File: src/rtl/spi_master_pkg.sv
`default_nettype none
// ============================================================================
// Module      : spi_master_pkg
// Description : Shared frame sizing, counter widths and FSM state encoding
//               for the SPI master.
// Revision    : 1.0 - initial release
// ============================================================================
package spi_master_pkg;

  // Bytes per transaction: instruction, address MSB, address LSB, data
  localparam int unsigned FRAME_BYTES = 4;
  localparam int unsigned FRAME_BITS  = FRAME_BYTES * 8;

  localparam int unsigned HALF_CNT_W  = 8;
  localparam int unsigned BIT_CNT_W   = 6;

  // Index of the final bit of a frame in the bit counter's width
  localparam logic [BIT_CNT_W-1:0] LAST_BIT = BIT_CNT_W'(FRAME_BITS - 1);

  typedef enum logic [2:0] {
    ST_IDLE  = 3'd0,
    ST_SETUP = 3'd1,
    ST_SHIFT = 3'd2,
    ST_HOLD  = 3'd3,
    ST_DONE  = 3'd4
  } state_e;

endpackage
`default_nettype wire

File: src/rtl/spi_master_if.sv
`default_nettype none
// ============================================================================
// Module      : spi_master_if
// Description : Host handshake plus SPI pin bundle. The "master" modport is
//               the view of the spi_master block itself; the "slave" modport
//               is the view of its environment (host and SPI slave device).
// Revision    : 1.0 - initial release
// ============================================================================
interface spi_master_if;
  logic       start;
  logic [7:0] instr;
  logic [7:0] addr_msb;
  logic [7:0] addr_lsb;
  logic [7:0] wdata;
  logic       busy;
  logic       done;
  logic [7:0] rdata;
  logic       SCLK;
  logic       MOSI;
  logic       SS;
  logic       MISO;

  modport master (
    input  start, instr, addr_msb, addr_lsb, wdata, MISO,
    output busy, done, rdata, SCLK, MOSI, SS
  );

  modport slave (
    output start, instr, addr_msb, addr_lsb, wdata, MISO,
    input  busy, done, rdata, SCLK, MOSI, SS
  );
endinterface
`default_nettype wire

File: src/rtl/spi_clk_gen.sv
`default_nettype none
// ============================================================================
// Module      : spi_clk_gen
// Description : Half-period tick generator and SCLK level register. The tick
//               fires on the last clk cycle of each CLK_DIV-long half period;
//               SCLK toggles on a tick only while sclk_en_i is high.
// Revision    : 1.0 - initial release
// ============================================================================
module spi_clk_gen
  import spi_master_pkg::*;
#(
  parameter int unsigned CLK_DIV = 4
) (
  input  logic clk_i,
  input  logic reset_i,
  input  logic en_i,
  input  logic clr_i,
  input  logic sclk_en_i,
  output logic tick_o,
  output logic sclk_o
);

  localparam logic [HALF_CNT_W-1:0] TERM = HALF_CNT_W'(CLK_DIV - 1);

  logic [HALF_CNT_W-1:0] cnt_q;
  logic                  sclk_q;

  assign tick_o = en_i && !clr_i && (cnt_q == TERM);
  assign sclk_o = sclk_q;

  // Half-period counter and SCLK level; clear restarts a fresh low phase
  always_ff @(posedge clk_i or posedge reset_i) begin
    if (reset_i) begin
      cnt_q  <= '0;
      sclk_q <= 1'b0;
    end else if (clr_i) begin
      cnt_q  <= '0;
      sclk_q <= 1'b0;
    end else if (en_i) begin
      if (cnt_q == TERM) begin
        cnt_q <= '0;
        if (sclk_en_i) begin
          sclk_q <= ~sclk_q;
        end
      end else begin
        cnt_q <= cnt_q + 1'b1;
      end
    end
  end

endmodule
`default_nettype wire

File: src/rtl/spi_master.sv
`default_nettype none
// ============================================================================
// Module      : spi_master
// Description : Mode-0 SPI master sending a fixed 4-byte frame (instruction,
//               address MSB, address LSB, data) MSB first and capturing the
//               MISO byte seen during the data byte.
// Revision    : 1.0 - initial release
// ============================================================================
module spi_master
  import spi_master_pkg::*;
#(
  parameter int unsigned CLK_DIV = 4
) (
  input  logic         clk_i,
  input  logic         reset_i,
  spi_master_if.master bus
);

  state_e                 state_q;
  logic [FRAME_BITS-1:0]  tx_q;
  logic [7:0]             rx_q;      // only the last byte received is kept
  logic [BIT_CNT_W-1:0]   bit_q;
  logic                   ss_q;
  logic                   busy_q;
  logic                   done_q;
  logic [7:0]             rdata_q;

  logic                   w_tick;
  logic                   w_sclk;
  logic                   w_accept;
  logic                   w_gen_en;
  logic                   w_sclk_en;

  assign w_accept  = (state_q == ST_IDLE) && bus.start;
  assign w_gen_en  = (state_q == ST_SETUP) || (state_q == ST_SHIFT) ||
                     (state_q == ST_HOLD);
  assign w_sclk_en = (state_q == ST_SHIFT);

  spi_clk_gen #(
    .CLK_DIV (CLK_DIV)
  ) u_clk_gen (
    .clk_i     (clk_i),
    .reset_i   (reset_i),
    .en_i      (w_gen_en),
    .clr_i     (w_accept),
    .sclk_en_i (w_sclk_en),
    .tick_o    (w_tick),
    .sclk_o    (w_sclk)
  );

  // MOSI is the shift-register MSB; it is zero outside a frame because the
  // frame is shifted fully out before SS returns high.
  assign bus.MOSI  = tx_q[FRAME_BITS-1];
  assign bus.SCLK  = w_sclk;
  assign bus.SS    = ss_q;
  assign bus.busy  = busy_q;
  assign bus.done  = done_q;
  assign bus.rdata = rdata_q;

  // Transaction sequencer: SETUP, 32 bit periods, HOLD, then a done pulse
  // that is registered one cycle after the DONE state is entered.
  always_ff @(posedge clk_i or posedge reset_i) begin
    if (reset_i) begin
      state_q <= ST_IDLE;
      tx_q    <= '0;
      rx_q    <= '0;
      bit_q   <= '0;
      ss_q    <= 1'b1;
      busy_q  <= 1'b0;
      done_q  <= 1'b0;
      rdata_q <= '0;
    end else begin
      done_q <= 1'b0;
      case (state_q)
        ST_IDLE: begin
          ss_q   <= 1'b1;
          busy_q <= 1'b0;
          if (bus.start) begin
            tx_q    <= {bus.instr, bus.addr_msb, bus.addr_lsb, bus.wdata};
            rx_q    <= '0;
            bit_q   <= '0;
            ss_q    <= 1'b0;
            busy_q  <= 1'b1;
            state_q <= ST_SETUP;
          end
        end
        ST_SETUP: begin
          if (w_tick) begin
            state_q <= ST_SHIFT;
          end
        end
        ST_SHIFT: begin
          if (w_tick) begin
            if (!w_sclk) begin
              // SCLK is about to rise: capture the slave's bit
              rx_q <= {rx_q[6:0], bus.MISO};
            end else begin
              // SCLK is about to fall: present the next bit
              tx_q <= {tx_q[FRAME_BITS-2:0], 1'b0};
              if (bit_q == LAST_BIT) begin
                state_q <= ST_HOLD;
              end else begin
                bit_q <= bit_q + 1'b1;
              end
            end
          end
        end
        ST_HOLD: begin
          if (w_tick) begin
            ss_q    <= 1'b1;
            busy_q  <= 1'b0;
            rdata_q <= rx_q;
            state_q <= ST_DONE;
          end
        end
        ST_DONE: begin
          done_q  <= 1'b1;
          state_q <= ST_IDLE;
        end
        default: begin
          state_q <= ST_IDLE;
        end
      endcase
    end
  end

endmodule
`default_nettype wire
File: src/flat_wrapper.sv
// flat-port wrapper written by rule: the top's interface ports become plain ports
module spi_master_flat import spi_master_pkg::*;
#(
  parameter int unsigned CLK_DIV = 4
)
  (clk_i, reset_i, bus_start, bus_instr, bus_addr_msb, bus_addr_lsb, bus_wdata, bus_MISO, bus_busy, bus_done, bus_rdata, bus_SCLK, bus_MOSI, bus_SS);
  spi_master_if bus_i ();
  input  logic clk_i;
  input  logic reset_i;
  input wire logic [$bits(bus_i.start)-1:0] bus_start;
  input wire logic [$bits(bus_i.instr)-1:0] bus_instr;
  input wire logic [$bits(bus_i.addr_msb)-1:0] bus_addr_msb;
  input wire logic [$bits(bus_i.addr_lsb)-1:0] bus_addr_lsb;
  input wire logic [$bits(bus_i.wdata)-1:0] bus_wdata;
  input wire logic [$bits(bus_i.MISO)-1:0] bus_MISO;
  output wire logic [$bits(bus_i.busy)-1:0] bus_busy;
  output wire logic [$bits(bus_i.done)-1:0] bus_done;
  output wire logic [$bits(bus_i.rdata)-1:0] bus_rdata;
  output wire logic [$bits(bus_i.SCLK)-1:0] bus_SCLK;
  output wire logic [$bits(bus_i.MOSI)-1:0] bus_MOSI;
  output wire logic [$bits(bus_i.SS)-1:0] bus_SS;
  assign bus_i.start = bus_start;
  assign bus_i.instr = bus_instr;
  assign bus_i.addr_msb = bus_addr_msb;
  assign bus_i.addr_lsb = bus_addr_lsb;
  assign bus_i.wdata = bus_wdata;
  assign bus_i.MISO = bus_MISO;
  assign bus_busy = bus_i.busy;
  assign bus_done = bus_i.done;
  assign bus_rdata = bus_i.rdata;
  assign bus_SCLK = bus_i.SCLK;
  assign bus_MOSI = bus_i.MOSI;
  assign bus_SS = bus_i.SS;
  spi_master #(.CLK_DIV(CLK_DIV)) u_core (.clk_i(clk_i), .reset_i(reset_i), .bus(bus_i));
endmodule
File: config.mk
export PLATFORM = sky130hd
export DESIGN_NAME = spi_master_flat
export DESIGN_NICKNAME = d
export VERILOG_FILES = /design/src/rtl/spi_master_pkg.sv /design/src/rtl/spi_master_if.sv /design/src/rtl/spi_clk_gen.sv /design/src/rtl/spi_master.sv /design/src/flat_wrapper.sv
export SDC_FILE = /design/constraint.sdc
export NUM_CORES = 1
export LEC_CHECK = 0
export ABC_AREA = 1
export CORE_ASPECT_RATIO = 1.1
export CORE_MARGIN = 1.5
export CORE_UTILIZATION = 40
export CTS_CLUSTER_SIZE = 16
export DETAILED_ROUTE_END_ITERATION = 7
export SYNTH_ARGS = -nofsm -noshare
export SYNTH_HDL_FRONTEND = slang
export SYNTH_HIERARCHICAL = 1
export SYNTH_SLANG_ARGS = --single-unit
File: constraint.sdc
create_clock -name clk_i -period 2.06 [get_ports clk_i]
set_input_delay 0.515 -clock clk_i [delete_from_list [all_inputs] [get_ports clk_i]]
set_output_delay 0.515 -clock clk_i [all_outputs]
set_load 0.05 [all_outputs]
### After elaboration in Yosys (flattened, before gate mapping)

Index checks and enable logic that the tools add are counted.

| cells by class | value |
|---|---|
| $add $sub $neg | 2 |
| equal/unequal tests | 14 |
| muxes and demuxes | 34 |
| bitwise gates (word level) | 1 |
| reduce and logical (&&, ||, !) cells | 19 |

Operators by type and width:

| operator | number |
|---|---|
| 32-bit 2-to-1 mux | 3 |
| 32-bit case mux with 2 select lines | 1 |
| 8-bit 2-to-1 mux | 6 |
| 6-bit 2-to-1 mux | 4 |
| 3-bit 2-to-1 mux | 6 |
| 8-bit case mux with 2 select lines | 1 |
| 3-bit case mux with 4 select lines | 1 |
| 6-bit case mux with 2 select lines | 1 |
| 2-bit inequality test, second input constant | 5 |
| 2-bit nonzero test | 5 |
| 1-bit 2-to-1 mux | 9 |
| 8-bit by 1-bit adder with 8-bit output, second input constant | 1 |
| 8-bit by 2-bit equality test with 1-bit output, second input constant | 1 |
| 4-bit AND reduction | 2 |
| 6-bit by 1-bit adder with 6-bit output, second input constant | 1 |
| 3-bit by 2-bit equality test with 1-bit output, second input constant | 2 |
| 6-bit by 5-bit equality test with 1-bit output, second input constant | 1 |
| 2-bit by 1-bit inequality test with 1-bit output, second input constant | 3 |
| 6-bit AND reduction | 1 |
| 5-bit AND reduction | 1 |
| 1-bit case mux with 2 select lines | 2 |
| 2-bit AND reduction | 2 |
| 3-bit by 1-bit equality test with 1-bit output, second input constant | 1 |
| 3-bit equality test, second input constant | 1 |
| 6 further kinds | 9 |

| storage, ports and cells | value |
|---|---|
| logic and storage cells | 80 |
| output and inout bits | 13 |
| input bits | 36 |
| register bits after elaboration | 69 |

### Longest topological paths before layout

Gate-level depths: netlist of the first run.

| logic depth | value |
|---|---|
| depth in word-level cells | 7 |
| mapped depth | 13 |

### Modules after synthesis

Netlist of the first run, hierarchy kept.

Modules (own cells, without submodules):

| module | seq. area each (µm²) | times used | cells each | area an instance (µm²) |
|---|---|---|---|---|
| spi_master | 1502.7 | 1 | 371 | 2877.8 |
| spi_clk_gen | 225.2 | 1 | 83 | 579.3 |

### Worst setup path after synthesis of the first run

Ideal clock, no wire load.

| path | value |
|---|---|
| path type | reg-to-reg |
| start point | register u_core.state_q[1] |
| end point | register u_core.tx_q[29] |
| slack | -110 ps |
| data arrival time | 2044 ps |
| clock period less this slack | 2170 ps |
| cell stages (with the launch flop) | 11 |
| data required time | 1934 ps |
| library setup time | 126 ps |
| buffers on the path | 1 |
| path through | dfrtp_1 inv_2 a21oi_1 inv_1 nor4_1 inv_1 nand3_1 nand3_2 nor2_4 buf_2 o21ai_0 |

| on the way | value |
|---|---|
| word-level cells in the longest chain between the ends | 7 |
| elaborated cells between the ends (all ways) | 16 |

Ends and longest elaborated chain:

| what | RTL line | RTL |
|---|---|---|
| from (decl) | spi_master.sv:19 | `state_e state_q;` |
| from (signal assigned) | spi_master.sv:64 | `state_q <= ST_IDLE;` |
| from (signal assigned) | spi_master.sv:84 | `state_q <= ST_SETUP;` |
| from (signal assigned) | spi_master.sv:89 | `state_q <= ST_SHIFT;` |
| 3-bit by 1-bit equality test with 1-bit output / 3-bit by 2-bit equality test with 1-bit output (equally long branches) | spi_master.sv:35 | `assign w_gen_en = (state_q == ST_SETUP) \|\| (state_q == ST_SHIFT) \|\|` |
| 1-bit logical OR | spi_master.sv:35 |  |
| 1-bit logical OR * | spi_master.sv:35 |  |
| named net u_core.w_gen_en | spi_master.sv:31 | `logic w_gen_en;` |
| 1-bit logical AND * (2 in a row) | spi_clk_gen.sv:28 | `assign tick_o = en_i && !clr_i && (cnt_q == TERM);` |
| named net u_core.w_tick | spi_master.sv:28 | `logic w_tick;` |
| 2-bit by 1-bit inequality test with 1-bit output (no line) * | - |  |
| 4-bit AND reduction (no line) * | - |  |
| to (signal assigned) | spi_master.sv:79 | `tx_q <= {bus.instr, bus.addr_msb, bus.addr_lsb, bus.wdata};` |
| to (signal assigned) | spi_master.sv:99 | `tx_q <= {tx_q[FRAME_BITS-2:0], 1'b0};` |
| to (decl) | spi_master.sv:20 | `logic [FRAME_BITS-1:0] tx_q;` |

Mark *: on every way through the listed nets, which the timed path passes. The rest lies on a longest branch.
A chain may end at the register's enable or synchronous reset.

### Final worst setup path of the first run

| path | value |
|---|---|
| start point | register u_core.rdata_q[7] (netlist: u_core/bus.rdata[7]) |
| end point | output bus_rdata[7] |

RTL lines:

| what | RTL line | RTL |
|---|---|---|
| from (decl) | spi_master.sv:26 | `logic [7:0] rdata_q;` |
| from (signal assigned) | spi_master.sv:112 | `rdata_q <= rx_q;` |
| to (decl) | flat_wrapper.sv:18 | `output wire logic [$bits(bus_i.rdata)-1:0] bus_rdata;` |

No word-level cell between the ends.

==> reports/qor.yml, run 1 <==
logic_synthesis:
  synth-edff-count: 0
  synth_top_area_share: 0.492
  ys_seq_elements: 69
  yosysMostFrequentCell: "nand2_1"
  ys_async_sr_fraction: 1.00
  syn_nets: 492
  syn-cell-area_mm2: 0.00346
  ys_types: 28
  avgSynthCellArea_um2: 7.61
  ys_seq_area_frac: 0.500
  synthFlopType: "dfrtp_1"
  synthesis.instances: 454
  synthTopCellsByArea: "dfrtp_1, nand2_1, o21ai_0, inv_1, nand3_1"
  ys_warn_count: 6
  synth.largest_area_cell: "dfrtp_1"
  ys_top_cells_by_count: "nand2_1, dfrtp_1, o21ai_0, inv_1, nor2_1"
pwr:
  power_density_mw_per_mm2: 1380
  max-vdd-ir-drop_mv: 0.593
  leakage_nw: 2.35
timing:
  finalCritPeriodShare: 0.973
  setup_tns_ps: 0
  setup_ws_ps: 56.2
  fmax_ghz: 0.499
  finalSetupViolations: 0
  maxSlewHeadroom: 0.664
  maxSlewViolCount: 0
  worstMarginPinSlew_ps: 503
  skew_ps: 10.8
  hold_viol: 0
  finalCriticalPeriod_ps: 2000
critical_path:
  crit_path_cell_trace: "clkdlybuf4s50_1"
  rrSetupSlack_ps: 110
  cp-end-kind: "output pin"
  setup.worst_path.start_class: "flip-flop"
  cp.required_ps: 1540
  cp_data_arrival_time_ps: 1490
  path_buf_inv: 1
  critical_path_class: "flip-flop to output pin"
  slowest_delay_ps: 800
  cp_top_family: "buffers and inverters"
  critPathMaxFanout: 2
  crit_path_top_delay_cell: "clkdlybuf4s50_1"
global_routing:
  overflow: 0
  grt_max_degree: 64
  grt_pass1_vias: 2743
  grt_pass1_wl_um: 12100
  track_usage: 0.165
  antenna_found_initial: 0
cts:
  cts_root_buf: "clkbuf_8"
  clk_latency_ps: 330
  cts-htree-levels: 3
  clock_sinks: 69
  cts_hold_buf: 0
  tritoncts: "done"
  numCtsBuffers: 9
  path_clk_slew_ps: 80
  clk_path_buf_depth: 2
placement:
  gp_congestion: 0.828
  pre_cts_ws_ps: -225
  port-buffer-count: 48
  placed_cells: 621
  dp_hpwl_um: 5070
routing:
  vias: 2974
  antenna_left: 0
  wirelength_um: 7380
  drcViolationCount: 0
  drtIter0Drc: 139
  first_pass_iters: 4
  vias_per_cell: 4.63
  wire_per_inst_um: 11.5
die:
  chipHeight_um: 101
  initial_utilization: 0.413
  dieArea_mm2: 0.00921
  die_width_um: 91.6
  core-area_mm2: 0.00836
  io_pins: 49
  rows: 35
layout:
  n_antenna_cell: 0
  utilization: 0.552
  drive_gt1_frac: 0.147
  syn_to_final_growth_pct: 33.7
  fin_nets: 565
  seqCellArea_mm2: 0.00173
  fillers: 797
  multi_input_area_mm2: 0.00148
  final_cells: 643
hold_path:
  hold_class: "flip-flop to flip-flop"
run_status:
  status: "finished clean"
run:
  maxCapViolCount: 0
-- flip-flops by register name (all words and copies together), names as in the netlist --
signal / flops
u_core/bus.rdata: 8
u_core/u_clk_gen/sclk_o: 1
u_core/bit_q: 6
u_core/state_q: 3
u_core/rx_q: 8
u_core/u_clk_gen/cnt_q: 8
u_core/bus.SS: 1
u_core/bus.done: 1
u_core/tx_q: 32
u_core/bus.busy: 1
-- per-stage QoR --
stage	hold slack (ps)	cell area (um^2)	total power [mW]
2_1_floorplan	343	3460	3.83
3_3_place_gp	465	4240	4.69
3_5_place_dp	467	4240	4.75
4_1_cts	488	4460	5.97
5_1_grt	504	4620	6.91
6_report	483	4620	6.36
-- power breakdown --
| part | switching (mW) | internal (mW) |
|---|---|---|
| clock | 0.511 | 0.682 |
| combinational | 1.86 | 1.36 |
| sequential | 0.166 | 1.79 |
| total | 2.53 | 3.83 |
-- cell usage in the layout (no fill, tap or decap), types with 5 or more instances in the layout --
cell and n:
o21ai_0 58, clkbuf_8 9, nand4_1 8, o21ai_1 8
dfrtp_1 68, nor2_1 19, inv_1 53, nand3_1 18
xor2_1 5, inv_2 8, buf_12 6, buf_4 22
clkdlybuf4s50_1 43, nand2_1 163
-- cell type report --
type,count,area share
Timing Repair Buffer,77,0.179
Multi-Input combinational cell,308,0.320
Clock buffer,10,0.0276
Tap cell,111,0.0301
Sequential cell,69,0.374
Inverter,62,0.0504
Clock inverter,6,0.0192
-- what timing repair did --
action	in CTS	in global routing
setup buffers	0	3
setup endpoints to repair	0	47
resized for setup	0	16
-- metal layers --
| layer | wire, um | GRT usage |
|---|---|---|
| met2 | 3490 | 0.280 |
| met5 | 0 | 0 |
| met3 | 187 | 0.0377 |
| met1 | 3650 | 0.211 |
| met4 | 49 | 0.0469 |
-- worst reg2reg max path, delay by kind of cell, from the launching register on --
| kind | cells | cell delay [ps] |
|---|---|---|
| compound gates | 2 | 200 |
| flops | 1 | 400 |
| simple gates | 4 | 600 |
| buf+inv | 5 | 640 |
-- kinds of logic after synthesis --
kind of cell / after synthesis / synth area share
AOI/OAI and AO/OA: 77 / 0.121
xor gates and xnor gates: 5 / 0.0127
adders and majority gates: 2 / 0.00724
buffers and inverters: 77 / 0.0887
DFF: 69 / 0.500
and+or+nand+nor: 224 / 0.271
-- path summary, 6_finish.rpt --
kind,start,end,depth (start not counted)
min,u_core/bus.rdata[2],u_core/bus.rdata[2],2
min in group asynchronous,reset_i,u_core/u_clk_gen/cnt_q[4],2
max,u_core/bus.rdata[7],bus_rdata[7],1
min reg2reg,u_core/bus.rdata[2],u_core/bus.rdata[2],2
max in group asynchronous,reset_i,u_core/tx_q[31],3
max reg2reg,u_core/state_q[2],u_core/tx_q[9],11
No activity file was read; power rests on OpenSTA's default activity.
==> run 2: changes to the inputs <==
Clock period 2.06 ns to 2.6 ns, I/O delays scaled along.
==> run 2 against run 1 <==
Against the previous run: cell count down 3.4%; critical path depth stayed put; core utilization is 3.6 points lower; sequential cell count stayed put; setup slack better by 220 ps; clock skew grew 3.3 ps; global-route usage is 0.052 points lower; non-clock buffer count fell by 21; design area decreased by 6.6%; combinational power shrank 40%; first-iteration DRC count is 4.3% lower; critical path type unchanged; clock power down 19%.
==> reports/qor.yml, run 2 (synthesis results as in run 1) <==
run_status:
  status: "finished clean"
critical_path:
  cp_top_family: "buffers and inverters"
  crit_path_top_delay_cell: "clkdlybuf4s50_1"
  cp-end-kind: "output pin"
  slowest_delay_ps: 800  # about the same
  path_buf_inv: 1  # unchanged
  setup.worst_path.start_class: "flip-flop"
  critPathMaxFanout: 2  # unchanged
  critical_path_class: "flip-flop to output pin"
  crit_path_cell_trace: "clkdlybuf4s50_1"
  cp.required_ps: 1950  # +410 ps
  cp_data_arrival_time_ps: 1680  # +190 ps
timing:
  fin_hold_ws_ps: 481  # -1.53 ps
  fmax_ghz: 0.430
  finalSetupViolations: 0  # unchanged
  rsz0062_at_grt: "false"
  maxSlewViolCount: 0  # unchanged
  finalCriticalPeriod_ps: 2330
  maxSlewHeadroom: 0.642  # -0.0219
  skew_ps: 14.1  # +3.28 ps
  setup_tns_ps: 0  # unchanged
  finalCritPeriodShare: 0.895
  worstMarginPinSlew_ps: 535  # +31.9 ps
  hold_viol: 0  # unchanged
routing:
  wirelength_um: 6890  # -6.6%
  drcViolationCount: 0  # unchanged
  vias: 2892  # -2.8%
  first_pass_iters: 4  # unchanged
  vias_per_cell: 4.66  # +0.69%
  wire_per_inst_um: 11.1  # -3.3%
  drtIter0Drc: 133  # -4.3%
  antenna_left: 0  # unchanged
layout:
  layout_commonest_cell: "nand2_1"
  fin_nets: 544  # -3.7%
  fillers: 828  # +3.9%
  largest_reg_flops: 32  # unchanged
  final_cell_mix: "nand2_1, dfrtp_1, o21ai_0, inv_1, clkdlybuf4s50_1"
  regMostFlops: "u_core/tx_q"
  drive_gt1_frac: 0.0863  # -0.0603
  syn_to_final_growth_pct: 24.9
  n_antenna_cell: 0  # unchanged
die:
  chipHeight_um: 101  # unchanged
  dieArea_mm2: 0.00921  # unchanged
  rows: 35  # unchanged
  core-area_mm2: 0.00836  # unchanged
  io_pins: 49  # unchanged
  initial_utilization: 0.413  # unchanged
  die_width_um: 91.6  # unchanged
pwr:
  leakage_nw: 2.18  # -7.5%
  combinationalPowerShare: 0.430  # -0.075
  power_density_mw_per_mm2: 1030  # -25%
  pwr-share-clk: 0.217  # +0.029
  internal_power_mw: 2.63  # -31%
  switching_power_mw: 1.83  # -28%
  p_seq_frac: 0.353  # +0.046
  swShare: 0.411  # +0.0129
  max-vdd-ir-drop_mv: 0.556  # -6.2%
  power.total_mw: 4.46  # -30%
cts:
  cts_root_buf: "clkbuf_8"
  clk_path_buf_depth: 2  # unchanged
  numCtsBuffers: 9  # unchanged
  cts_setup_buffers: 0  # unchanged
  cts_hold_buf: 0  # unchanged
  cts-htree-levels: 3  # unchanged
  clock_sinks: 69  # unchanged
  clk_latency_ps: 340  # about the same
  path_clk_slew_ps: 80  # about the same
  tritoncts: "done"
  cts_resized: 0  # unchanged
global_routing:
  grt_pass1_vias: 2753  # +0.36%
  track_usage: 0.164  # -0.000517
  grt_max_degree: 63  # -1.6%
  overflow: 0  # unchanged
  grt_pass1_wl_um: 12100  # -0.12%
  antenna_found_initial: 0  # unchanged
placement:
  dp_hpwl_um: 4730  # -6.7%
  gp_congestion: 0.807  # -2.5%
  port-buffer-count: 48  # unchanged
run:
  maxCapViolCount: 0  # unchanged
hold_path:
  hold_class: "flip-flop to flip-flop"
-- run 2: worst paths after layout --
path / slack (ps) / startpoint / endpoint / depth (start not counted)
worst max-delay path: 270 / u_core/bus.SS / bus_SS / 1
worst min register to register: 480 / u_core/bus.rdata[4] / u_core/bus.rdata[4] / 2
worst min-delay path: 480 / u_core/bus.rdata[4] / u_core/bus.rdata[4] / 2
min in group asynchronous: 620 / reset_i / u_core/u_clk_gen/sclk_o / 2
max in group asynchronous: 1600 / reset_i / u_core/bus.SS / 3
worst max register to register: 280 / u_core/state_q[0] / u_core/tx_q[10] / 12
-- run 2: final cells by class --
class | count | area, um^2 | area share
tap | 111 | 139 | 0.0322
inverter | 62 | 233 | 0.0539
multi-input combinational | 308 | 1430 | 0.331
clock inverter | 5 | 83.8 | 0.0194
timing repair buffer | 56 | 566 | 0.131
clock buffer | 10 | 138 | 0.0319
sequential | 69 | 1730 | 0.400
-- run 2: power by group through the flow --
stage / combinational [mW] / sequential (mW) / clock, mW
finish: 1.92 / 1.58 / 0.967
global route: 2.20 / 1.61 / 1.05
CTS: 1.94 / 1.58 / 1.00
detailed placement: 1.92 / 1.60 / 0
global placement: 1.89 / 1.59 / 0
floorplan: 1.35 / 1.68 / 0
-- run 2: through the flow --
stage	util	area (um^2)	setup slack (ps)	cells
2_1_floorplan	-	3460	430	454
3_3_place_gp	0.489	4090	109	606
3_5_place_dp	0.489	4090	56.4	606
4_1_cts	0.515	4310	206	621
5_1_grt	0.516	4320	25.1	621
6_report	0.516	4320	274	621
-- run 2: per-layer routing --
metal	vias up	track usage	part of all wire
met5	-	0	0
met4	0	0.0697	0.014
met3	7	0.0279	0.028
met1	1321	0.214	0.49
li1	1525	-	-
met2	39	0.271	0.47
